<file path="src/rtl/noc_node_adapter.sv">
// Local-port adapter between a host valid/ready interface and one mesh router: TX FIFO with injection
// throttling, RX FIFO with overflow drop counting. Optional macro NOC_DEST_CHECK_EN adds RX dest filtering.
module noc_node_adapter #(
    parameter int NODE_ID  = 0,
    parameter int TX_DEPTH = 4,
    parameter int RX_DEPTH = 4
) (
    input  logic        clk,
    input  logic        rst,
    input  logic        tx_valid,
    output logic        tx_ready,
    input  logic [3:0]  tx_dest,
    input  logic [7:0]  tx_payload,
    input  logic        local_full,
    output logic [16:0] net_flit_o,
    input  logic [16:0] net_flit_i,
    output logic        rx_valid,
    input  logic        rx_ready,
    output logic [3:0]  rx_src,
    output logic [7:0]  rx_payload,
`ifdef NOC_DEST_CHECK_EN
    output logic [7:0]  misroute_cnt,
`endif
    output logic [7:0]  rx_drop_cnt
);

    localparam int TXW = $clog2(TX_DEPTH);
    localparam int RXW = $clog2(RX_DEPTH);
    localparam logic [TXW:0] TX_FULL = (TXW + 1)'(TX_DEPTH);
    localparam logic [RXW:0] RX_FULL = (RXW + 1)'(RX_DEPTH);

    logic [16:0]    txMem_q [TX_DEPTH];
    logic [TXW-1:0] txWrPtr_q, txRdPtr_q;
    logic [TXW:0]   txCount_q;
    logic [16:0]    netFlit_q;

    logic [11:0]    rxMem_q [RX_DEPTH];
    logic [RXW-1:0] rxWrPtr_q, rxRdPtr_q;
    logic [RXW:0]   rxCount_q;
    logic [7:0]     dropCnt_q;

    logic txPush, txPop;
    logic rxFlitValid, rxAccept, rxPop, rxPush, rxDrop;

    assign tx_ready = !rst && (txCount_q != TX_FULL);
    assign txPush   = tx_valid && tx_ready;
    assign txPop    = !local_full && (txCount_q != '0);

    // With the dest check enabled, a misrouted flit is rejected before it can reach the overflow logic,
    // so a single flit can never bump both counters.
`ifdef NOC_DEST_CHECK_EN
    logic       misroute;
    logic [7:0] misrouteCnt_q;
    assign misroute     = net_flit_i[16] && (net_flit_i[15:12] != 4'(NODE_ID));
    assign rxAccept     = net_flit_i[16] && !misroute;
    assign misroute_cnt = misrouteCnt_q;
`else
    assign rxAccept     = net_flit_i[16];
`endif
    assign rxFlitValid = rxAccept;
    assign rxPop       = rx_valid && rx_ready;
    assign rxPush      = rxFlitValid && ((rxCount_q != RX_FULL) || rxPop);
    assign rxDrop      = rxFlitValid && (rxCount_q == RX_FULL) && !rxPop;

    assign rx_valid    = (rxCount_q != '0);
    assign rx_src      = rxMem_q[rxRdPtr_q][11:8];
    assign rx_payload  = rxMem_q[rxRdPtr_q][7:0];
    assign rx_drop_cnt = dropCnt_q;
    assign net_flit_o  = netFlit_q;

    always_ff @(posedge clk) begin
        if (txPush) begin
            txMem_q[txWrPtr_q] <= {1'b1, tx_dest, 4'(NODE_ID), tx_payload};
        end
        if (rxPush) begin
            rxMem_q[rxWrPtr_q] <= net_flit_i[11:0];
        end
    end

    always_ff @(posedge clk) begin
        if (rst) begin
            txWrPtr_q <= '0;
            txRdPtr_q <= '0;
            txCount_q <= '0;
            netFlit_q <= '0;
        end else begin
            if (txPush) begin
                txWrPtr_q <= txWrPtr_q + TXW'(1);
            end
            if (txPop) begin
                txRdPtr_q <= txRdPtr_q + TXW'(1);
                netFlit_q <= txMem_q[txRdPtr_q];
            end else begin
                netFlit_q <= '0;
            end
            if (txPush && !txPop) begin
                txCount_q <= txCount_q + (TXW + 1)'(1);
            end else if (!txPush && txPop) begin
                txCount_q <= txCount_q - (TXW + 1)'(1);
            end
        end
    end

    always_ff @(posedge clk) begin
        if (rst) begin
            rxWrPtr_q <= '0;
            rxRdPtr_q <= '0;
            rxCount_q <= '0;
            dropCnt_q <= '0;
        end else begin
            if (rxPush) begin
                rxWrPtr_q <= rxWrPtr_q + RXW'(1);
            end
            if (rxPop) begin
                rxRdPtr_q <= rxRdPtr_q + RXW'(1);
            end
            if (rxPush && !rxPop) begin
                rxCount_q <= rxCount_q + (RXW + 1)'(1);
            end else if (!rxPush && rxPop) begin
                rxCount_q <= rxCount_q - (RXW + 1)'(1);
            end
            if (rxDrop && (dropCnt_q != 8'hFF)) begin
                dropCnt_q <= dropCnt_q + 8'd1;
            end
        end
    end

`ifdef NOC_DEST_CHECK_EN
    always_ff @(posedge clk) begin
        if (rst) begin
            misrouteCnt_q <= '0;
        end else if (misroute && (misrouteCnt_q != 8'hFF)) begin
            misrouteCnt_q <= misrouteCnt_q + 8'd1;
        end
    end
`endif

endmodule
</file>
<file path="config.mk">
export PLATFORM = sky130hd
export DESIGN_NAME = noc_node_adapter
export DESIGN_NICKNAME = d
export VERILOG_FILES = /design/src/rtl/noc_node_adapter.sv
export SDC_FILE = /design/constraint.sdc
export NUM_CORES = 1
export LEC_CHECK = 0
export CAP_MARGIN = 20
export CORE_ASPECT_RATIO = 1.25
export CORE_MARGIN = 2
export CORE_UTILIZATION = 55
export CTS_CLUSTER_DIAMETER = 150
export DETAILED_ROUTE_END_ITERATION = 7
export DONT_BUFFER_PORTS = 1
export PLACE_DENSITY_LB_ADDON = 0.15
export SLEW_MARGIN = 20
export SYNTH_ARGS = -nofsm -noshare
export SYNTH_HDL_FRONTEND = slang
export SYNTH_SLANG_ARGS = --single-unit
</file>
<file path="constraint.sdc">
create_clock -name clk -period 2.9 [get_ports clk]
set_input_delay 0.725 -clock clk [delete_from_list [all_inputs] [get_ports clk]]
set_output_delay 0.725 -clock clk [all_outputs]
set_load 0.01 [all_outputs]
</file>
==> reports/metrics.yaml <==
min_path:
  min-delay-path-class: "in2reg"
timing:
  max_frequency_ghz: 0.432
  whs_ns: 0.385
  fin_crit_sh_pct: 79.8
  grt_setup_unrepaired: "false"
  slew_headroom_pct: 54.1
  count_of_final_max_slew_check_failures: 0
  worstMarginPinSlew_ns: 0.688
  report.final.hold_viol_count: 0
  period_needed_ns: 2.31
  final_setup_violation_count: 0
  tns_ns: 0
  fin_worst_skew_ns: 0.00812
placement:
  buffer_ports.inserted: 0
  placement.cell_area_sq_um: 5190
  detailedPlacementHpwl_um: 4830
  finalWeightedCongestion: 0.760
setup_path:
  critical-path-slowest-cell: "or3_2"
  worstPathArrival_ns: 2.66
  critical_path_class: "reg2reg"
  crit_fanout: 4
  crit_path_cell_trace: "or3_2, nand2_1, ha_1, inv_1, fa_1, xor2_1, or3_1, a21oi_1"
  critical_path.startpoint_type: "flop"
  worst_path_largest_cell_delay_ns: 0.53
  critical_path.endpoint_type: "flop"
  worstPathRequired_ns: 3.24
global_routing:
  grt_first_pass_wirelength_um: 12300
  number_of_antenna_violations_at_the_first_check_in_global_routing: 0
  grt_usage_pct: 16.9
  pin_count_of_the_biggest_net_entering_global_routing: 27
  grt-ovfl-total: 0
  via_count_of_the_first_global_routing_pass: 2444
routing:
  avgRoutedWirePerCell_um: 17.5
  drt_pass1_iterations: 4
  via_count: 2303
  drt-vias-per-instance: 5.27
  routed_wl_um: 7670
  final_antenna_violating_net_count: 0
  drt_iter0_markers: 80
  route.detailed.drc: 0
job:
  cap_violations: 0
final_layout:
  final_core_util_pct: 64.1
  antenna_cells: 0
  design_area_sq_um: 5820
  finish.net_count: 348
  ratio_of_cells_with_drive_above_1_in_the_final_layout_pct: 20.4
  area.growth.synth_to_final_pct: 14.6
  filler_cell_count: 675
floorplanning:
  dieHeight_um: 111
  die_area_sq_um: 10000
  core_footprint_sq_um: 9080
  fp.dieW_um: 90.0
  io-pin-count: 73
  start_util_pct: 56.0
  rows: 39
clock_network:
  tritoncts_num_sinks: 133
  max-clock-path-buffers: 2
  clk-insertion-delay-late_ns: 0.41
  htree_levels: 4
  tritoncts_clock_tree: "yes"
  cts.clk_slew.worst_paths_ns: 0.05
  post_cts_setup_buffer_count: 0
  cts-buffers-inserted: 17
  cts_resized: 0
  holdBufCountCts: 0
  clock-root-buffer: "clkbuf_16"
logic_synthesis:
  yosys_warnings: 0
  synth.ff_latch_count: 133
  synth.yosys.seq_area_share_pct: 71.3
  yosys.cell_types.count: 37
  postSynth.topFlopCell: "edfxtp_1"
  post_synth.cell_area_avg_sq_um: 17.5
  syn-instance-count: 290
  post_synth_instance_area_sq_um: 5080
  synth_async_sr_flop_share_pct: 0
  synth_enable_flop_cells: 96
power_and_ir_drop:
  ir_drop_worst_vdd_mv: 0.596
  leakage_power_figure_nw: 1.99
  powerDensity_nw_per_um2: 941
  finalPower_mw: 5.48
run_status:
  outcome: "finished, final reports clean"
## cells by family after synthesis
group	count (synthesis)	share of synthesized area, %
compound gates	16	2.12
xor+xnor	13	2.24
fa+ha+maj	13	3.50
buf+inv	23	2.07
flops	133	71.3
mux	29	11.6
other cells	1	0.0738
simple gates	62	7.02
## per-layer routing
metal,part of all wire (%),vias up,GRT usage [%]
met2,55,48,30.3
met5,0,-,0
li1,-,1104,-
met3,5.4,13,7.04
met1,37,1138,17.0
met4,1.9,0,8.31
## layout by cell type, fill, tap and decap left out, drive strengths merged, types with 7 or more instances in the layout
cell type / count
and2: 8
clkbuf: 18
clkinv: 7
dfxtp: 37
edfxtp: 96
ha: 11
inv: 9
mux4: 24
nor2: 18
nor2b: 12
xor2: 10
## synthesized netlist by cell type (all sizes together) (3+ instances only)
cell | count | area share, %
xnor2 | 3 | 0.52
nand3 | 3 | 0.30
nand4 | 3 | 0.37
clkbuf | 6 | 0.44
nor2 | 18 | 1.3
or3 | 6 | 0.76
nand2 | 3 | 0.22
o21ai | 4 | 0.39
edfxtp | 96 | 57
ha | 11 | 2.7
mux4 | 24 | 11
nor2b | 12 | 1.5
mux2i | 5 | 0.99
and2 | 8 | 0.99
dfxtp | 37 | 15
inv | 9 | 0.67
buf | 8 | 0.96
a21oi | 5 | 0.49
xor2 | 10 | 1.7
## worst paths after layout
path / startpoint / end / slack, ns / depth (start not counted)
worst max-delay path: rxCount_q[0] / rxCount_q[2] / 0.59 / 8
worst min-delay path: rst / rxCount_q[2] / 0.38 / 1
worst max register to register: rxCount_q[0] / rxCount_q[2] / 0.59 / 8
worst min register to register: rxCount_q[2] / rxCount_q[2] / 0.50 / 2
## registers in the layout, summed over array words and instances, names as in the netlist, named ones only
| name | count |
|---|---|
| rxWrPtr_q | 2 |
| txRdPtr_q | 2 |
| rxRdPtr_q | 2 |
| rx_drop_cnt | 8 |
| txCount_q | 3 |
| txMem_q | 48 |
| net_flit_o | 13 |
| rxCount_q | 3 |
| rxMem_q | 48 |
| txWrPtr_q | 2 |
## where the power goes
group	internal, mW	switching [mW]	total (mW)
Clock	1.45	0.751	2.20
Combinational	0.445	0.402	0.847
Sequential	2.25	0.175	2.43
## worst max-delay path: cells and delay by family, from the launching register on
family	cells	cell delay (ns)
buf+inv	1	0.06
simple gates	3	0.97
fa+ha+maj	2	0.56
compound gates	1	0.13
xor+xnor	1	0.16
flops	1	0.37
## stage by stage
step | cells | setup slack [ns]
2_1_floorplan | 293 | 0.393
3_3_place_gp | 405 | 0.472
3_5_place_dp | 405 | 0.439
4_1_cts | 437 | 0.560
5_1_grt | 437 | 0.434
6_report | 437 | 0.586
## final cells by class
cell class	count	area, sq um	area share, %
clock buffer	18	439	7.55
clock inverter	14	184	3.16
inverter	9	33.8	0.581
multi-input combinational	137	1360	23.4
sequential	133	3620	62.3
tap	123	154	2.65
timing repair buffer	3	22.5	0.387
Note: power is estimated with default switching activity, not from simulation.
